==> config.mk <==
export PLATFORM = sky130hd
export DESIGN_NAME = multicycle_control
export DESIGN_NICKNAME = d
export VERILOG_FILES = /design/src/rtl/multicycle_control.sv
export SDC_FILE = /design/constraint.sdc
export NUM_CORES = 1
export LEC_CHECK = 0
export BUFFER_PORTS_ARGS = -buffer_cell sky130_fd_sc_hd__buf_4
export CORE_MARGIN = 2
export CORE_UTILIZATION = 37
export DETAILED_ROUTE_END_ITERATION = 8
export PLACE_DENSITY = 0.74
export SKIP_CTS_REPAIR_TIMING = 1
export SKIP_LAST_GASP = 1
export SLEW_MARGIN = 20
export SYNTH_ARGS = -nofsm -noshare
export SYNTH_HDL_FRONTEND = slang
export SYNTH_SLANG_ARGS = --single-unit
export TNS_END_PERCENT = 50
==> constraint.sdc <==
create_clock -name clk -period 1.6 [get_ports clk]
set_input_delay 0.08 -clock clk [delete_from_list [all_inputs] [get_ports clk]]
set_output_delay 0.08 -clock clk [all_outputs]
set_load 0.03 [all_outputs]
==> src/rtl/multicycle_control.sv <==
// Main sequencer for the multicycle MIPS datapath: Moore FSM plus shared-ALU decode.
// Optional bne support is enabled by defining MULTICYCLE_BNE_EN.
module multicycle_control (
   input  logic       clk,
   input  logic       reset,
   input  logic [5:0] opcode,
   input  logic [5:0] funct,
   input  logic       zero,
   output logic       pc_en,
   output logic       i_or_d,
   output logic       mem_write,
   output logic       ir_write,
   output logic       reg_dst,
   output logic       mem_to_reg,
   output logic       reg_write,
   output logic       alu_src_a,
   output logic [1:0] alu_src_b,
   output logic [1:0] pc_src,
   output logic [2:0] alu_control,
   output logic       illegal,
   output logic [3:0] state
);

   localparam int unsigned STATE_W = 4;
   localparam int unsigned OP_W    = 6;

   localparam logic [OP_W-1:0] OP_RTYPE = 6'b000000;
   localparam logic [OP_W-1:0] OP_LW    = 6'b100011;
   localparam logic [OP_W-1:0] OP_SW    = 6'b101011;
   localparam logic [OP_W-1:0] OP_BEQ   = 6'b000100;
   localparam logic [OP_W-1:0] OP_ADDI  = 6'b001000;
   localparam logic [OP_W-1:0] OP_J     = 6'b000010;
`ifdef MULTICYCLE_BNE_EN
   localparam logic [OP_W-1:0] OP_BNE   = 6'b000101;
`endif

   typedef enum logic [STATE_W-1:0] {
      S_FETCH   = 4'd0,
      S_DECODE  = 4'd1,
      S_MEMADR  = 4'd2,
      S_MEMRD   = 4'd3,
      S_MEMWB   = 4'd4,
      S_MEMWR   = 4'd5,
      S_EXECUTE = 4'd6,
      S_ALUWB   = 4'd7,
      S_BRANCH  = 4'd8,
      S_ADDIEX  = 4'd9,
      S_ADDIWB  = 4'd10,
      S_JUMP    = 4'd11
   } state_e;

   state_e     state_q, state_d;
   logic [1:0] alu_op;
   logic       pc_write;
   logic       branch;
   logic       branch_ne;

   always_ff @(posedge clk or posedge reset) begin
      if (reset) state_q <= S_FETCH;
      else       state_q <= state_d;
   end

   assign state = STATE_W'(state_q);

   // Next-state selection; illegal flags an unsupported opcode while in DECODE.
   always_comb begin
      state_d = S_FETCH;
      illegal = 1'b0;
      case (state_q)
         S_FETCH:  state_d = S_DECODE;
         S_DECODE: begin
            case (opcode)
               OP_LW, OP_SW: state_d = S_MEMADR;
               OP_RTYPE:     state_d = S_EXECUTE;
               OP_BEQ:       state_d = S_BRANCH;
`ifdef MULTICYCLE_BNE_EN
               OP_BNE:       state_d = S_BRANCH;
`endif
               OP_ADDI:      state_d = S_ADDIEX;
               OP_J:         state_d = S_JUMP;
               default: begin
                  state_d = S_FETCH;
                  illegal = 1'b1;
               end
            endcase
         end
         S_MEMADR:  state_d = (opcode == OP_LW) ? S_MEMRD : S_MEMWR;
         S_MEMRD:   state_d = S_MEMWB;
         S_EXECUTE: state_d = S_ALUWB;
         S_ADDIEX:  state_d = S_ADDIWB;
         default:   state_d = S_FETCH;
      endcase
   end

   // Moore outputs decoded from the current state.
   always_comb begin
      i_or_d     = 1'b0;
      mem_write  = 1'b0;
      ir_write   = 1'b0;
      reg_dst    = 1'b0;
      mem_to_reg = 1'b0;
      reg_write  = 1'b0;
      alu_src_a  = 1'b0;
      alu_src_b  = 2'b00;
      pc_src     = 2'b00;
      alu_op     = 2'b00;
      pc_write   = 1'b0;
      branch     = 1'b0;
      branch_ne  = 1'b0;
      case (state_q)
         S_FETCH: begin
            ir_write  = 1'b1;
            alu_src_b = 2'b01;
            pc_write  = 1'b1;
         end
         S_DECODE:  alu_src_b = 2'b11;
         S_MEMADR: begin
            alu_src_a = 1'b1;
            alu_src_b = 2'b10;
         end
         S_MEMRD:   i_or_d = 1'b1;
         S_MEMWB: begin
            reg_write  = 1'b1;
            mem_to_reg = 1'b1;
         end
         S_MEMWR: begin
            i_or_d    = 1'b1;
            mem_write = 1'b1;
         end
         S_EXECUTE: begin
            alu_src_a = 1'b1;
            alu_op    = 2'b10;
         end
         S_ALUWB: begin
            reg_dst   = 1'b1;
            reg_write = 1'b1;
         end
         S_BRANCH: begin
            alu_src_a = 1'b1;
            alu_op    = 2'b01;
            pc_src    = 2'b01;
`ifdef MULTICYCLE_BNE_EN
            branch_ne = (opcode == OP_BNE);
            branch    = (opcode != OP_BNE);
`else
            branch    = 1'b1;
`endif
         end
         S_ADDIEX: begin
            alu_src_a = 1'b1;
            alu_src_b = 2'b10;
         end
         S_ADDIWB:  reg_write = 1'b1;
         S_JUMP: begin
            pc_src   = 2'b10;
            pc_write = 1'b1;
         end
         default: ;
      endcase
   end

   assign pc_en = pc_write | (branch & zero) | (branch_ne & ~zero);

   // Shared-ALU operation: add for PC/address math, sub for compare, funct for R-type.
   always_comb begin
      alu_control = 3'b010;
      case (alu_op)
         2'b01: alu_control = 3'b110;
         2'b10: begin
            case (funct)
               6'b100000: alu_control = 3'b010;
               6'b100010: alu_control = 3'b110;
               6'b100100: alu_control = 3'b000;
               6'b100101: alu_control = 3'b001;
               6'b101010: alu_control = 3'b111;
               default:   alu_control = 3'b010;
            endcase
         end
         default: alu_control = 3'b010;
      endcase
   end

endmodule

==> metrics.yaml, run 1 <==
criticalPathCategory: "reg2out"
die_w_um: 43.01
fill_cells: 116
drv_slew: 0
gp_congestion: 0.8147
r2r_slack_ns: -0.06
clk_latency_ns: 0.23
multi_input_area_um2: 523.0
holdPathStages: 3
worstHoldEndpoint: "state[3]"
fmax_ghz: 0.5312
syn_to_final_growth_pct: 100.2
clk_pin_slew_ns: 0.03
cts_buffers: 3
ys_types: 34
setup_ws_ns: -0.2825
rows: 14
vdd_drop_max_mv: 0.8431
worst_pin_slew_ns: 0.4577
startpoint_type: "register"
grt_pass1_vias: 762
final_cell_mix: "buf_4, buf_6, nor2_1, inv_1, nand2_1"
portBuffers: 34
layout.nets: 150
via_per_inst: 5.336
r2r_end: "state[2]"
grt_antenna_before_repair: 0
p_per_area_nw_per_um2: 1153
grt_max_degree: 16
synth_edf_count: 0
final-setup-viol-count: 8
diodes: 0
required_ns: 1.52
drtIter0Drc: 15
maxSlewHeadroom: 0.6942
drive_above_1_share: 0.5846
violations: "setup timing"
synth_fp_nets: 96
clockBufferDepth: 2
grt_setup_unrepaired: "yes"
via_count: 779
arrival_ns: 1.80
syn_avg_cell_area_um2: 7.218
gr-usage-all-layers: 0.2166
cts.sinks: 4
synth_flop_cell: "dfrtp_1"
place_hpwl_um: 1505
place_area_um2: 1007
final_common_cell: "buf_4"
netlist_area_um2: 563.0
hold_path.class: "in2reg"
root_buffer: "clkbuf_4"
p_leak_nw: 0.5111
design_area_um2: 1127
largest_reg_flops: 4
yosysSeqAreaShare: 0.1778
period_needed_ns: 1.883
ios: 35
post-route-period-util: 1.177
initial_utilization: 0.3827
fp.dieH_um: 43.01
pre_cts_slack_ns: -0.1264
cap_violations: 0
overflow: 0
ys_warn_count: 0
grt_pass1_wl_um: 3153
drcViolationCount: 0
register_area_um2: 105.1
ant_nets: 0
async_flop_share: 1.000
drtPass1Iterations: 4
finalHoldViolations: 0
status: "finished, violations left"
regToRegStartpoint: "state[2]"
worstPathMaxFanout: 4
min_from: "opcode[4]"
reg2reg_depth: 6
syn_inst: 78
setup_tns_ns: -1.217
wirelength_um: 2012
die_area_um2: 1850
htreeDepth: 1
cp-end-kind: "primary output"
cts_tree: "built"
skew_ns: 0.002435
ys_seq_elements: 4
wl_per_cell_um: 13.78
core-area_um2: 1471
## worst max-delay path by stage
stage                         from              to  slack [ns]
after global routing      state[2]  alu_control[1]       -0.32
after floorplan           state[3]  alu_control[1]       -0.17
after CTS                 state[0]  alu_control[1]       -0.37
final                     state[2]  alu_control[1]       -0.28
after detailed placement  state[0]  alu_control[1]       -0.13
after global placement    state[0]  alu_control[1]       -0.11
## worst max-delay path, cell delays in order, from the launching register on
cell      delay, ns
dfrtp_2        0.41
buf_6          0.13
nand2b_4       0.17
nor3_4         0.16
inv_2          0.08
ha_4           0.18
a211o_4        0.32
buf_6          0.14
## synthesized netlist by cell type, types with 3 or more instances
cell      n  area share
buf_2     3       0.027
inv_1     7       0.047
nor2_1    9       0.060
xor2_1    3       0.047
a21oi_1   3       0.027
nand2b_1  3       0.033
nand3_1   3       0.027
nor3_1    6       0.053
dfrtp_1   4        0.18
nand2_1   5       0.033
ha_1      3       0.067
## power breakdown
part | internal, mW | switching (mW)
Combinational | 0.436 | 0.600
Sequential | 0.130 | 0.0173
Clock | 0.0833 | 0.0332
Total | 0.649 | 0.650
## kinds of logic (layout without fill, tap and decap cells)
logic type      after synthesis  in the layout  share of synthesized area
simple gates                 41             41                     0.4111
xor+xnor                      3              3                    0.04668
flops                         4              4                     0.1778
buf+inv                      11             63                    0.09333
compound gates               16             16                     0.2045
fa+ha+maj                     3              3                    0.06667
## final cells by class
class	instances	area share
multi-input combinational	63	0.4639
timing repair buffer	53	0.3818
tap	16	0.01776
inverter	7	0.02331
clock buffer	3	0.01998
sequential	4	0.09323
## metal layers
metal	global-route usage	part of all wire
met1	0.2494	0.42
met3	0.01277	0.037
met5	0	0
met2	0.4333	0.53
met4	0.03636	0.0089
## per-stage QoR
stage | instances | power (mW) | hold WS (ns) | utilization
3_3_place_gp | 139 | 1.061 | -0.03035 | 0.6845
5_1_grt | 146 | 1.366 | 0.2014 | 0.7662
6_report | 146 | 1.299 | 0.1973 | 0.7662
4_1_cts | 142 | 1.193 | -0.2628 | 0.6998
3_5_place_dp | 139 | 1.073 | -0.02656 | 0.6845
2_1_floorplan | 78 | 0.7446 | -0.1539 | -
Note: power is estimated with default switching activity, not from simulation.
==> run 2: changes to the inputs <==
- BUFFER_PORTS_ARGS: -buffer_cell sky130_fd_sc_hd__buf_4 -> -buffer_cell sky130_fd_sc_hd__buf_2
==> metrics.yaml, run 2 (same netlist as run 1, synthesis figures left out) <==
drv_slew: 0  # unchanged
htreeDepth: 1  # unchanged
violations: "setup timing"
core-area_um2: 1471  # unchanged
status: "finished, violations left"
hold_slack_ns: 0.1850  # -0.01235 ns
wirelength_um: 1724  # -14%
combPwrFrac: 0.762  # -0.035
via_per_inst: 5.279  # -1.1%
drtIter0Drc: 23  # +8
maxSlewHeadroom: 0.6679  # -0.02629
setup_ws_ns: -0.2863  # -0.003782 ns
worstPathMaxFanout: 3  # -1
cts_buffers: 3  # unchanged
skew_ns: 0.003229  # +0.0007936 ns
reg2reg_depth: 4  # -2
vdd_drop_max_mv: 0.5958  # -29%
required_ns: 1.52  # about the same
syn_to_final_growth_pct: 74.00
p_leak_nw: 0.4574  # -11%
place_area_um2: 912.1  # -9.4%
drcViolationCount: 0  # unchanged
post-route-period-util: 1.179  # +0.002364
grt_pass1_vias: 665  # -13%
diodes: 0  # unchanged
p_per_area_nw_per_um2: 1166  # +1.2%
die_area_um2: 1850  # unchanged
regToRegStartpoint: "state[2]"
root_buffer: "clkbuf_4"
overflow: 0  # unchanged
clockBufferDepth: 2  # unchanged
sw_frac_of_total: 0.5344  # +0.03383
hold_path.class: "in2reg"
largest_reg_flops: 4  # unchanged
power.total_mw: 1.142  # -12%
final_common_cell: "buf_2"
register_area_um2: 105.1  # unchanged
r2r_slack_ns: 0.12  # +0.18 ns
period_needed_ns: 1.886  # +0.003782 ns
final-setup-viol-count: 8  # unchanged
grt_pass1_wl_um: 2760  # -12%
portBuffers: 34  # unchanged
power_frac_clock: 0.111  # +0.021
r2r_end: "state[2]"
place_hpwl_um: 1352  # -10%
ant_nets: 0  # unchanged
cp-end-kind: "primary output"
cts_tree: "built"
multi_input_area_um2: 509.2  # -2.6%
fill_cells: 125  # +7.8%
arrival_ns: 1.81  # about the same
design_area_um2: 979.7  # -13%
fp.dieH_um: 43.01  # unchanged
final_cell_mix: "buf_2, buf_4, nor2_1, inv_1"
setup_tns_ns: -1.230  # -0.01299 ns
gp_congestion: 0.7579  # -7.0%
criticalPathCategory: "reg2out"
cts.sinks: 4  # unchanged
clk_pin_slew_ns: 0.04  # about the same
wl_per_cell_um: 12.31  # -11%
via_count: 739  # -5.1%
pre_cts_slack_ns: -0.1290  # -0.002554 ns
initial_utilization: 0.3827  # unchanged
rows: 14  # unchanged
ios: 35  # unchanged
p_int_mw: 0.5320  # -18%
worst_pin_slew_ns: 0.4970  # +0.03935 ns
grt_setup_unrepaired: "yes"
power_switching_mw: 0.6105  # -6.1%
min_from: "opcode[2]"
grt_antenna_before_repair: 0  # unchanged
drive_above_1_share: 0.5565  # -0.02816
startpoint_type: "register"
layout.nets: 144  # -4.0%
seqPwrFrac: 0.128  # +0.015
holdPathStages: 3  # unchanged
cap_violations: 0  # unchanged
worstHoldEndpoint: "state[3]"
clk_latency_ns: 0.24  # about the same
grt_max_degree: 16  # unchanged
fmax_ghz: 0.5301  # -0.20%
die_w_um: 43.01  # unchanged
drtPass1Iterations: 4  # unchanged
finalHoldViolations: 0  # unchanged
gr-usage-all-layers: 0.1976  # -0.01904
run 2: per-layer routing:
| layer | vias up | GRT usage | part of all wire |
|---|---|---|---|
| met5 | - | 0 | 0 |
| met4 | 0 | 0.09091 | 0 |
| met3 | 0 | 0.02553 | 0.055 |
| met2 | 28 | 0.3576 | 0.55 |
| met1 | 332 | 0.2266 | 0.39 |
| li1 | 379 | - | - |
run 2: worst max-delay path, stage by stage, from the launching register on:
cell and delay (ns):
dfrtp_2 0.39, nand2b_4 0.14, or3_4 0.36, ha_4 0.23
a211o_4 0.29, buf_4 0.16
run 2: power groups by stage:
stage          Clock [mW]  Sequential (mW)  Combinational [mW]
2_1_floorplan           0            0.213               0.532
3_3_place_gp            0            0.145               0.819
3_5_place_dp            0            0.147               0.827
4_1_cts             0.128            0.146               0.829
5_1_grt             0.133            0.150               0.930
6_report            0.127            0.146               0.870
run 2: area by class of cell:
type,count,share of cell area
Clock buffer,3,0.02299
Multi-Input combinational cell,63,0.5198
Tap cell,16,0.02043
Sequential cell,4,0.1073
Timing Repair Buffer,47,0.3027
Inverter,7,0.02682
run 2: metrics by stage:
| step | cells | util |
|---|---|---|
| global route | 140 | 0.6658 |
| global placement | 136 | 0.6199 |
| detailed placement | 136 | 0.6199 |
| floorplan | 78 | - |
| CTS | 139 | 0.6352 |
| finish | 140 | 0.6658 |
run 2: how the worst max path moves through the flow:
stage | from | to | cells after the start
floorplan | state[3] | alu_control[1] | 6
detailed placement | state[0] | alu_control[1] | 5
CTS | state[0] | alu_control[1] | 5
global placement | state[0] | alu_control[1] | 5
finish | state[0] | alu_control[1] | 5
global route | state[0] | alu_control[1] | 5
==> run 3: changes to the inputs <==
- CORE_UTILIZATION: 37 -> 41
- PLACE_DENSITY: 0.74 -> 0.77
- clock period: 1.6 -> 1.82 ns (I/O delays scaled with it)
==> metrics.yaml, run 3 (same netlist as run 1, synthesis figures left out) <==
drtIter0Drc: 7  # -70%
place_hpwl_um: 1238  # -8.5%
cts_tree: "built"
final_cell_mix: "buf_2, nor2_1, buf_4, inv_1, nand2_1"
startpoint_type: "register"
wl_per_cell_um: 13.56  # +10%
p_per_area_nw_per_um2: 1076  # -7.8%
cap_violations: 0  # unchanged
grt_pass1_vias: 579  # -13%
period_needed_ns: 1.878
via_per_inst: 5.436  # +3.0%
r2r_slack_ns: 0.38  # +0.26 ns
overflow: 0  # unchanged
via_count: 723  # -2.2%
drive_above_1_share: 0.4831  # -0.07340
grt_max_degree: 16  # unchanged
worst_pin_slew_ns: 0.3366  # -0.1604 ns
gp_congestion: 0.7866  # +3.8%
die_area_um2: 1686  # -8.9%
final-setup-viol-count: 3  # -5
status: "finished, violations left"
post-route-util: 0.6884  # +0.02260
clockBufferDepth: 2  # unchanged
clk_latency_ns: 0.23  # about the same
violations: "setup timing"
htreeDepth: 1  # unchanged
register_area_um2: 102.6  # -2.4%
post-place-cells: 128  # -5.9%
criticalPathCategory: "reg2out"
fp.dieH_um: 41.06  # -4.5%
reg2reg_depth: 4  # unchanged
stdcell_count: 133  # -5.0%
grt_use_met2: 0.3867  # +0.02914
rows: 13  # -1
grt_pass1_wl_um: 2352  # -15%
met3_usage: 0.03261  # +0.007077
final_common_cell: "buf_2"
die_w_um: 41.06  # -4.5%
pre_cts_slack_ns: 0.04031  # +0.1693 ns
cts_buffers: 3  # unchanged
grt_antenna_before_repair: 0  # unchanged
cp-endpoint: "alu_control[0]"
fill_cells: 100  # -20%
setup_ws_ns: -0.05786  # +0.2284 ns
worstPathMaxFanout: 3  # unchanged
globalRouteMet1Util: 0.2426  # +0.01606
ant_nets: 0  # unchanged
wirelength_um: 1804  # +4.6%
clk_pin_slew_ns: 0.04  # about the same
maxSlewHeadroom: 0.7737  # +0.1058
arrival_ns: 1.79  # -0.02 ns
cp-end-kind: "primary output"
cts.sinks: 4  # unchanged
multi_input_area_um2: 474.2  # -6.9%
startpoint: "state[0]"
initial_utilization: 0.4382  # +0.05552
grt_setup_unrepaired: "yes"
diodes: 0  # unchanged
post-route-period-util: 1.032
fmax_ghz: 0.5325
syn_to_final_growth_pct: 57.11
hold_slack_ns: 0.1950  # +0.01006 ns
drcViolationCount: 0  # unchanged
drtPass1Iterations: 2  # -2
layout.nets: 138  # -4.2%
power.total_mw: 0.9514  # -17%
finalHoldViolations: 0  # unchanged
required_ns: 1.73  # +0.21 ns
vdd_drop_max_mv: 0.4919  # -17%
portBuffers: 34  # unchanged
grt_most_used_layer: "met2"
ios: 35  # unchanged
largest_reg_flops: 4  # unchanged
drv_slew: 0  # unchanged
r2r_end: "state[2]"
p_leak_nw: 0.4254  # -7.0%
root_buffer: "clkbuf_4"
core-area_um2: 1285  # -13%
gr-usage-all-layers: 0.2115  # +0.01392
regToRegStartpoint: "state[1]"
hold_path.class: "in2reg"
skew_ns: 0.0007700  # -0.002459 ns
==> run 3: cell types whose count changed in the layout (fill, tap and decap cells not counted), moves of 2 or more <==
cell	before	now
buf_4	12	7
clkbuf_4	5	3
dfrtp_1	0	2
dfrtp_2	4	2
==> run 3: per-stage QoR <==
stage / area [µm²] / TNS, ns
finish: 884.6 / -0.1204
global route: 884.6 / -0.3433
CTS: 804.5 / -0.3335
detailed placement: 782.0 / 0
global placement: 782.0 / 0
floorplan: 581.8 / -0.1405
==> run 3: worst max-delay path, stage by stage (launching register included) <==
cell and delay [ns]:
dfrtp_1 0.38, nand2b_4 0.16, or3_4 0.40, inv_2 0.08, ha_4 0.13, nand2_1 0.06
nor2_1 0.16, buf_4 0.18
==> run 3: layout make-up <==
| class | count | area share |
|---|---|---|
| Clock buffer | 3 | 0.02546 |
| Inverter | 7 | 0.02970 |
| Multi-Input combinational cell | 63 | 0.5361 |
| Sequential cell | 4 | 0.1160 |
| Tap cell | 15 | 0.02122 |
| Timing Repair Buffer | 41 | 0.2716 |
==> run 3: where the power goes <==
| part | internal (mW) | leakage (nW) | switching, mW |
|---|---|---|---|
| registers | 0.112 | 0.0499 | 0.0177 |
| clock network | 0.0736 | 0.0138 | 0.0339 |
| logic | 0.234 | 0.362 | 0.481 |
==> run 3: routing by layer <==
| metal | routed length [µm] | vias to the layer above |
|---|---|---|
| met4 | 0 | 0 |
| met5 | 0 | - |
| met3 | 74 | 0 |
| li1 | - | 368 |
| met1 | 744 | 337 |
| met2 | 985 | 18 |
==> run 3: worst min-delay path by stage <==
stage / slack, ns / endpoint / depth (start not counted) / startpoint
after floorplan: -0.14 / state[0] / 1 / reset
after global placement: -0.03 / state[1] / 2 / reset
after detailed placement: -0.03 / state[0] / 2 / reset
after CTS: -0.27 / state[1] / 2 / reset
after global routing: 0.21 / state[3] / 3 / opcode[2]
final: 0.20 / state[3] / 3 / opcode[2]
